### config.mk
export PLATFORM = sky130hd
export DESIGN_NAME = axi_lite_master
export DESIGN_NICKNAME = d
export VERILOG_FILES = /design/src/rtl/axi_lite_master.sv
export SDC_FILE = /design/constraint.sdc
export NUM_CORES = 1
export LEC_CHECK = 0
export CORE_MARGIN = 4
export CORE_UTILIZATION = 42
export CTS_CLUSTER_DIAMETER = 60
export DETAILED_ROUTE_END_ITERATION = 12
export GPL_ROUTABILITY_DRIVEN = 0
export PLACE_DENSITY = 0.88
export SYNTH_ARGS = -nofsm -noshare
export SYNTH_HDL_FRONTEND = slang
export SYNTH_SLANG_ARGS = --single-unit
### constraint.sdc
create_clock -name clk -period 2 [get_ports clk]
set_clock_uncertainty 0.15 [all_clocks]
set_input_delay 0.6 -clock clk [delete_from_list [all_inputs] [get_ports clk]]
set_output_delay 0.6 -clock clk [all_outputs]
set_load 0.005 [all_outputs]
### src/rtl/axi_lite_master.sv
// AXI4-Lite initiator. Turns a valid/ready command stream into one AW/W/B
// or AR/R transaction at a time and returns one response word per command.
// Every output comes straight from a flop, so no input reaches an output
// without passing through a register.
module axi_lite_master #(
  parameter int ADDR_WIDTH = 4,
  parameter int DATA_WIDTH = 32,
  parameter int STRB_WIDTH = DATA_WIDTH / 8
) (
  input  logic                  clk,
  input  logic                  reset,
  // command stream
  input  logic                  cmd_valid,
  output logic                  cmd_ready,
  input  logic                  cmd_write,
  input  logic [ADDR_WIDTH-1:0] cmd_addr,
  input  logic [DATA_WIDTH-1:0] cmd_wdata,
  input  logic [STRB_WIDTH-1:0] cmd_wstrb,
  // response stream
  output logic                  rsp_valid,
  input  logic                  rsp_ready,
  output logic                  rsp_write,
  output logic [DATA_WIDTH-1:0] rsp_rdata,
  output logic [1:0]            rsp_resp,
  // write address channel
  output logic                  AWVALID,
  output logic [ADDR_WIDTH-1:0] AWADDR,
  output logic [2:0]            AWPROT,
  input  logic                  AWREADY,
  // write data channel
  output logic                  WVALID,
  output logic [DATA_WIDTH-1:0] WDATA,
  output logic [STRB_WIDTH-1:0] WSTRB,
  input  logic                  WREADY,
  // write response channel
  input  logic                  BVALID,
  input  logic [1:0]            BRESP,
  output logic                  BREADY,
  // read address channel
  output logic                  ARVALID,
  output logic [ADDR_WIDTH-1:0] ARADDR,
  output logic [2:0]            ARPROT,
  input  logic                  ARREADY,
  // read data channel
  input  logic                  RVALID,
  input  logic [DATA_WIDTH-1:0] RDATA,
  input  logic [1:0]            RRESP,
  output logic                  RREADY
);

  typedef enum logic [2:0] {
    IDLE    = 3'd0,
    WR      = 3'd1,
    WR_RESP = 3'd2,
    RD_ADDR = 3'd3,
    RD_DATA = 3'd4,
    RSP     = 3'd5
  } state_t;

  state_t                state_reg, state_next;
  logic                  aw_done_reg, aw_done_next;
  logic                  w_done_reg, w_done_next;
  logic                  cmd_ready_reg, cmd_ready_next;
  logic                  awvalid_reg, awvalid_next;
  logic                  wvalid_reg, wvalid_next;
  logic                  bready_reg, bready_next;
  logic                  arvalid_reg, arvalid_next;
  logic                  rready_reg, rready_next;
  logic                  rsp_valid_reg, rsp_valid_next;
  logic                  rsp_write_reg, rsp_write_next;
  logic [ADDR_WIDTH-1:0] awaddr_reg, awaddr_next;
  logic [ADDR_WIDTH-1:0] araddr_reg, araddr_next;
  logic [DATA_WIDTH-1:0] wdata_reg, wdata_next;
  logic [STRB_WIDTH-1:0] wstrb_reg, wstrb_next;
  logic [DATA_WIDTH-1:0] rsp_rdata_reg, rsp_rdata_next;
  logic [1:0]            rsp_resp_reg, rsp_resp_next;

  // Handshakes use the registered VALID/READY this block drives.
  logic cmd_hs, aw_hs, w_hs, b_hs, ar_hs, r_hs, rsp_hs;
  logic aw_done_now, w_done_now;

  assign cmd_hs      = cmd_valid & cmd_ready_reg;
  assign aw_hs       = awvalid_reg & AWREADY;
  assign w_hs        = wvalid_reg & WREADY;
  assign b_hs        = BVALID & bready_reg;
  assign ar_hs       = arvalid_reg & ARREADY;
  assign r_hs        = RVALID & rready_reg;
  assign rsp_hs      = rsp_valid_reg & rsp_ready;
  // AW and W finish independently; "now" includes a handshake this cycle.
  assign aw_done_now = aw_done_reg | aw_hs;
  assign w_done_now  = w_done_reg | w_hs;

  // State and all output registers; reset abandons any transaction at once.
  always_ff @(posedge clk or negedge reset) begin
    if (!reset) begin
      state_reg     <= IDLE;
      aw_done_reg   <= 1'b0;
      w_done_reg    <= 1'b0;
      cmd_ready_reg <= 1'b0;
      awvalid_reg   <= 1'b0;
      wvalid_reg    <= 1'b0;
      bready_reg    <= 1'b0;
      arvalid_reg   <= 1'b0;
      rready_reg    <= 1'b0;
      rsp_valid_reg <= 1'b0;
      rsp_write_reg <= 1'b0;
      awaddr_reg    <= '0;
      araddr_reg    <= '0;
      wdata_reg     <= '0;
      wstrb_reg     <= '0;
      rsp_rdata_reg <= '0;
      rsp_resp_reg  <= '0;
    end else begin
      state_reg     <= state_next;
      aw_done_reg   <= aw_done_next;
      w_done_reg    <= w_done_next;
      cmd_ready_reg <= cmd_ready_next;
      awvalid_reg   <= awvalid_next;
      wvalid_reg    <= wvalid_next;
      bready_reg    <= bready_next;
      arvalid_reg   <= arvalid_next;
      rready_reg    <= rready_next;
      rsp_valid_reg <= rsp_valid_next;
      rsp_write_reg <= rsp_write_next;
      awaddr_reg    <= awaddr_next;
      araddr_reg    <= araddr_next;
      wdata_reg     <= wdata_next;
      wstrb_reg     <= wstrb_next;
      rsp_rdata_reg <= rsp_rdata_next;
      rsp_resp_reg  <= rsp_resp_next;
    end
  end

  // Next-state selection: one transaction in flight, strictly in order.
  always_comb begin
    state_next = state_reg;
    case (state_reg)
      IDLE:    if (cmd_hs) state_next = cmd_write ? WR : RD_ADDR;
      WR:      if (aw_done_now && w_done_now) state_next = WR_RESP;
      WR_RESP: if (b_hs) state_next = RSP;
      RD_ADDR: if (ar_hs) state_next = RD_DATA;
      RD_DATA: if (r_hs) state_next = RSP;
      RSP:     if (rsp_hs) state_next = IDLE;
      default: state_next = IDLE;
    endcase
  end

  // Next values of the registered outputs; everything holds unless changed.
  always_comb begin
    // cmd_ready is high in exactly the cycles spent in IDLE after reset.
    cmd_ready_next = (state_next == IDLE);
    aw_done_next   = aw_done_reg;
    w_done_next    = w_done_reg;
    awvalid_next   = awvalid_reg;
    wvalid_next    = wvalid_reg;
    bready_next    = bready_reg;
    arvalid_next   = arvalid_reg;
    rready_next    = rready_reg;
    rsp_valid_next = rsp_valid_reg;
    rsp_write_next = rsp_write_reg;
    awaddr_next    = awaddr_reg;
    araddr_next    = araddr_reg;
    wdata_next     = wdata_reg;
    wstrb_next     = wstrb_reg;
    rsp_rdata_next = rsp_rdata_reg;
    rsp_resp_next  = rsp_resp_reg;
    case (state_reg)
      IDLE: begin
        if (cmd_hs) begin
          if (cmd_write) begin
            awaddr_next  = cmd_addr;
            wdata_next   = cmd_wdata;
            wstrb_next   = cmd_wstrb;
            awvalid_next = 1'b1;
            wvalid_next  = 1'b1;
            aw_done_next = 1'b0;
            w_done_next  = 1'b0;
          end else begin
            araddr_next  = cmd_addr;
            arvalid_next = 1'b1;
          end
        end
      end
      WR: begin
        if (aw_hs) awvalid_next = 1'b0;
        if (w_hs) wvalid_next = 1'b0;
        aw_done_next = aw_done_now;
        w_done_next  = w_done_now;
        // B is only accepted once both address and data are through.
        if (aw_done_now && w_done_now) bready_next = 1'b1;
      end
      WR_RESP: begin
        if (b_hs) begin
          bready_next    = 1'b0;
          rsp_resp_next  = BRESP;
          rsp_write_next = 1'b1;
          rsp_rdata_next = '0;
          rsp_valid_next = 1'b1;
        end
      end
      RD_ADDR: begin
        if (ar_hs) begin
          arvalid_next = 1'b0;
          rready_next  = 1'b1;
        end
      end
      RD_DATA: begin
        if (r_hs) begin
          rready_next    = 1'b0;
          rsp_rdata_next = RDATA;
          rsp_resp_next  = RRESP;
          rsp_write_next = 1'b0;
          rsp_valid_next = 1'b1;
        end
      end
      RSP: begin
        if (rsp_hs) rsp_valid_next = 1'b0;
      end
      default: ;
    endcase
  end

  assign cmd_ready = cmd_ready_reg;
  assign rsp_valid = rsp_valid_reg;
  assign rsp_write = rsp_write_reg;
  assign rsp_rdata = rsp_rdata_reg;
  assign rsp_resp  = rsp_resp_reg;
  assign AWVALID   = awvalid_reg;
  assign AWADDR    = awaddr_reg;
  assign AWPROT    = 3'b000;
  assign WVALID    = wvalid_reg;
  assign WDATA     = wdata_reg;
  assign WSTRB     = wstrb_reg;
  assign BREADY    = bready_reg;
  assign ARVALID   = arvalid_reg;
  assign ARADDR    = araddr_reg;
  assign ARPROT    = 3'b000;
  assign RREADY    = rready_reg;

endmodule

==> impl_results.md <==
- Status: completed
- Commonest cells after routing, fill and taps aside: clkdlybuf4s50_1 (97), dfrtp_1 (91), nand2_1 (79)
- Reg area: 0.00228 sq mm
- Die area: 0.0109 sq mm
- Post-DP HPWL: 7.24 mm
- Worst Hold Class: input pin to async pin
- Pre-CTS setup slack: -0.218 ns
- # IOs: 178
- Worst skew pair latency: 0.35 ns
- Fin crit period: 1.99 ns
- Seq cells post-synth: 91
- Final Max Tran Viols: 0
- Antenna viol nets, final: 0
- Number of synthesized flops with an enable pin: 0
- Non-Filler Instances: 627
- Power per cell area: 1340 mW/mm^2
- Max Clk Rate: 501 MHz
- Cells after synthesis: 316
- Antenna violations before repair: 0
- Slowest stage cell, crit path: clkdlybuf4s50_1
- Fillcell total: 610
- Final instance area: 0.00618 sq mm
- Multi-input gate area: 0.00145 sq mm
- Placed Cells: 589
- Starting Density: 0.440
- XOR/XNOR Fraction of Synth Area: 0
- CTS buffer count: 9
- CP startpoint kind: register
- YS warnings: 0
- PortBufs: 171
- Ys flop type: dfrtp_1
- CP Class: register to output port
- Final Hold Fails: 0
- Post-synth ARST share: 1.00
- Drt total wl: 10.2 mm
- Placed cell area: 0.00573 sq mm
- Largest net degree at the start of global routing: 92
- Overflow left after global routing: 0
- Avg WL per Cell: 16.3 microns
- Crit-path max FO: 2
- Vias per cell: 4.77
- Vias in the first global route: 3121
- Core box area: 0.00885 sq mm
- Largest family of logic cells by synthesized area: multiplexers
- Commonest non-fill, non-tap cell in the layout: clkdlybuf4s50_1
- Pre-antenna DRT Iters: 4
- Max cap viols: 0
- Compound-Gate Fraction of Synth Area: 0.0685
- Yosys cell types: 33
- Tot Pwr: 8.28 mW
- Clock tree buffer depth: 2
- Leak Pwr: 3.50 nW
- Total number of vias: 2993
- H-tree depth: 3
- Synthesized area: 0.00389 sq mm
- Critical path arrival: 1.24 ns
- CP max stage delay: 0.53 ns
- Adder-Cell Fraction of Synth Area: 0
- Endpoints failing setup: 0
- CP delay by family, top: buffers and inverters
- Antenna Cells: 0
- VDD IR max: 0.503 mV
- Reg-to-reg startpoint: state_reg[1]$_DFF_PN0_
- Slack of the critical path: 0.00594 ns
- Worst path required time: 1.25 ns
- Synth Area in Simple Gates: 0.128
- First-pass GRT wire length: 15.9 mm
- Mapped Avg Cell Area: 12.3 sq um
- DRT iter0 DRCs: 111
- Critical Path End Type: output port
- Share of cells above drive strength 1: 0.193
- Crit path cell chain: clkdlybuf4s50_1
- Clk pin slew, worst setup/hold paths: 0.10 ns
- TritonCTS clock tree: yes
- DRC viols: 0
- CTS Root Cell: clkbuf_8
- Tot GR Track Use: 0.181
- Die Width: 104 microns
- Nets: 600
- Clock sink count: 91
- Row count: 34
- First element of the critical path: WDATA[17]$_DFFE_PN0P_
- CP Buf/Inv Count: 1
- Fraction of synthesized area in multiplexers: 0.170
- Die Y: 104 microns
- Sequential fraction of the synthesis area: 0.585
- Fin crit share: 0.997
- Area grow syn2layout: 59.0%
==> synthesized netlist by cell type, types with 3 or more instances <==
| library cell | instances | share of area |
|---|---|---|
| buf_4 | 10 | 0.019 |
| mux2i_1 | 3 | 0.0077 |
| buf_2 | 6 | 0.0077 |
| mux2_2 | 8 | 0.023 |
| a31oi_1 | 3 | 0.0048 |
| nand2_1 | 79 | 0.076 |
| o21ai_0 | 35 | 0.045 |
| mux2_4 | 36 | 0.14 |
| buf_6 | 6 | 0.017 |
| nand3_1 | 6 | 0.0077 |
| a21oi_1 | 5 | 0.0064 |
| dfrtp_1 | 91 | 0.59 |
| nor2b_1 | 3 | 0.0048 |
==> cell type report <==
| cell class | instances | share of cell area |
|---|---|---|
| sequential | 91 | 0.368 |
| timing repair buffer | 206 | 0.342 |
| multi-input combinational | 205 | 0.235 |
| tap | 108 | 0.0219 |
| clock buffer | 10 | 0.0206 |
| clock inverter | 6 | 0.0117 |
| inverter | 1 | 0.000607 |
==> path summary, 6_finish.rpt <==
| kind | to | slack, ns | cells after the start |
|---|---|---|---|
| max in group asynchronous | rsp_rdata[1]$_DFFE_PN0P_ | 1.19 | 2 |
| min in group clk | rsp_rdata[31]$_DFFE_PN0P_ | 0.33 | 2 |
| worst max register to register | WDATA[12]$_DFFE_PN0P_ | 0.15 | 4 |
| worst min register to register | rsp_rdata[31]$_DFFE_PN0P_ | 0.33 | 2 |
| worst max-delay path | WDATA[17] | 0.006 | 1 |
| worst min-delay path | WDATA[1]$_DFFE_PN0P_ | 0.12 | 2 |
==> where the power goes <==
group | switching, mW | internal (mW)
logic | 1.40 | 2.43
registers | 0.517 | 2.68
clock network | 0.669 | 0.592
total | 2.59 | 5.70
==> cell families after synthesis <==
group	count (synthesis)
mux	47
flops	91
simple gates	105
other cells	1
buf+inv	25
compound gates	47
==> through the flow <==
step / hold slack (ns) / utilization / TNS (ns)
after floorplan: 0.154 / - / 0
after global placement: 0.311 / 0.647 / -6.99
after detailed placement: 0.320 / 0.647 / -10.38
after CTS: 0.145 / 0.673 / 0
after global routing: 0.153 / 0.699 / -0.0880
final: 0.121 / 0.699 / 0
==> per-layer routing <==
metal,vias to the layer above,GRT usage,share of wire
met5,-,0,0
met4,0,0.0513,0.0091
met3,8,0.0602,0.081
met2,133,0.307,0.48
met1,1400,0.221,0.43
li1,1452,-,-
==> timing repair <==
| action | CTS | global route |
|---|---|---|
| buffers inserted | 8 | 14 |
| setup endpoints to repair | 28 | 52 |
| endpoints found under the hold margin | 0 | 0 |
| gates resized for setup | 24 | 49 |
| hold buffers | 0 | 0 |
No activity file was read; power rests on OpenSTA's default activity.
==> RTL edit: new RTL, config.mk and constraints unchanged <==
`DATA_WIDTH`: 32 -> 28.
--- a/src/rtl/axi_lite_master.sv
+++ b/src/rtl/axi_lite_master.sv
@@ -4,7 +4,7 @@
 // without passing through a register.
 module axi_lite_master #(
   parameter int ADDR_WIDTH = 4,
-  parameter int DATA_WIDTH = 32,
+  parameter int DATA_WIDTH = 28,
   parameter int STRB_WIDTH = DATA_WIDTH / 8
 ) (
   input  logic                  clk,
Interface: changed (6 resized); port bits go from 178 to 160. The function was not compared with the original's and may differ.
==> RTL edit against the original RTL <==
Global-route usage is 0.45 points higher; sequential cell count is 9 lower; cell area is 10% lower; final cell count fell by 8.0%; critical path type unchanged; sequential share of layout area rose by 0.23 points; area after synthesis fell by 12%; setup slack gained 0.034 ns; routed wire length shrank 9.7%.
Power is not compared: it rests on default switching activity, and its combinational part moved more than twofold at a synthesized area within 25%.
==> RTL edit: results <==
set metrics [dict create \
    status "completed" \
    place_ws_ns -0.274 \
    crit_path_max_incr_delay_ns 0.51 \
    leakage_nw 2.95 \
    pwr-share-comb 0.061 \
    drive_above_1_share 0.185 \
    antennaDiodeCount 0 \
    synth_warnings 0 \
    htree_levels 3 \
    yosysUniqueCellTypes 34 \
    cp.arrival_ns 1.21 \
    clock_power_share 0.449 \
    path_clk_slew_ns 0.08 \
    nets 548 \
    grt_pass1_wl_um 14600 \
    synth_common_cells "82 x dfrtp_1, 38 x mux2_2, 32 x o21ai_0" \
    met1_usage 0.233 \
    async_reset_ff_frac 1.00 \
    ys_top_cells_by_area "dfrtp_1 60%, mux2_2 12%, o21ai_0 4.7%" \
    grt_usage 0.186 \
    regToRegEndpoint "WDATA[24]$_DFFE_PN0P_" \
    critPathBufInv 1 \
    vias 2854 \
    nFillCells 556 \
    min_path_type "input port to asynchronous set/reset pin" \
    start_kind "flip-flop" \
    cts-root-buf "clkbuf_8" \
    numCtsBuffers 9 \
    grt_max_degree 83 \
    antenna_found_initial 0 \
    met3_usage 0.0557 \
    cts_buffer_depth 2 \
    critPathSlowestCell "clkdlybuf4s50_1" \
    rrSetupSlack_ns 0.11 \
    post_drt_wl_per_cell_um 15.9 \
    hpwl_um 6550 \
    p_int_mw 2.75 \
    layout_setup_ws_ns 0.0403 \
    vdd_drop_max_uv 396 \
    ff2ff_path_depth 5 \
    fin_hold_ws_ns 0.113 \
    ys_seq_area_frac 0.598 \
    drt_first_pass_iters 4 \
    crit_path_max_fanout 2 \
    drt_iter0_markers 106 \
    grtUsageMet2 0.312 \
    worstReg2RegStart "state_reg[2]$_DFF_PN0_" \
    insertion_delay_ns 0.33 \
    path_delay_family "buffers and inverters" \
    port_buffers 153 \
]
-- RTL edit: through the flow --
stage          area, um2  power (mW)  utilization  cells
2_1_floorplan       3450        1.71            -    299
4_1_cts             5410        3.43        0.689    569
6_report            5540        3.38        0.706    577
3_3_place_gp        5110        1.89        0.652    549
5_1_grt             5540        3.51        0.706    577
3_5_place_dp        5110        1.90        0.652    549
-- RTL edit: cells by family after synthesis --
logic type             Yosys count  share of synthesized area
buffers and inverters           54                     0.0817
other                            1                    0.00109
DFF                             82                      0.598
and+or+nand+nor                 60                     0.0875
AOI/OAI and AO/OA               55                     0.0948
muxes                           42                      0.137
-- RTL edit: layout make-up --
cell class	instances	area (um2)	share of cell area
tap	102	128	0.0230
timing repair buffer	184	1870	0.337
inverter	31	116	0.0210
multi-input combinational	163	1120	0.202
clock buffer	10	128	0.0230
sequential	82	2050	0.371
clock inverter	5	128	0.0230
-- RTL edit: worst max path at each step --
| stage | startpoint | to |
|---|---|---|
| detailed placement | BVALID | rsp_rdata[9]$_DFFE_PN0P_ |
| global placement | cmd_valid | AWADDR[2]$_DFFE_PN0P_ |
| finish | ARVALID$_DFFE_PN0P_ | ARVALID |
| global route | WDATA[19]$_DFFE_PN0P_ | WDATA[19] |
| floorplan | state_reg[2]$_DFF_PN0_ | AWADDR[2]$_DFFE_PN0P_ |
| CTS | WDATA[15]$_DFFE_PN0P_ | WDATA[15] |
-- RTL edit: repair_timing --
item                       4_1_cts  5_1_grt
setup endpoints to repair        6       33
buffers inserted                 5        8
gates resized for setup          2       29
-- RTL edit: routing by layer --
metal / routed length, um / up-vias
li1: - / 1339
met1: 3570 / 1371
met2: 4710 / 132
met3: 805 / 12
met4: 116 / 0
met5: 0 / -
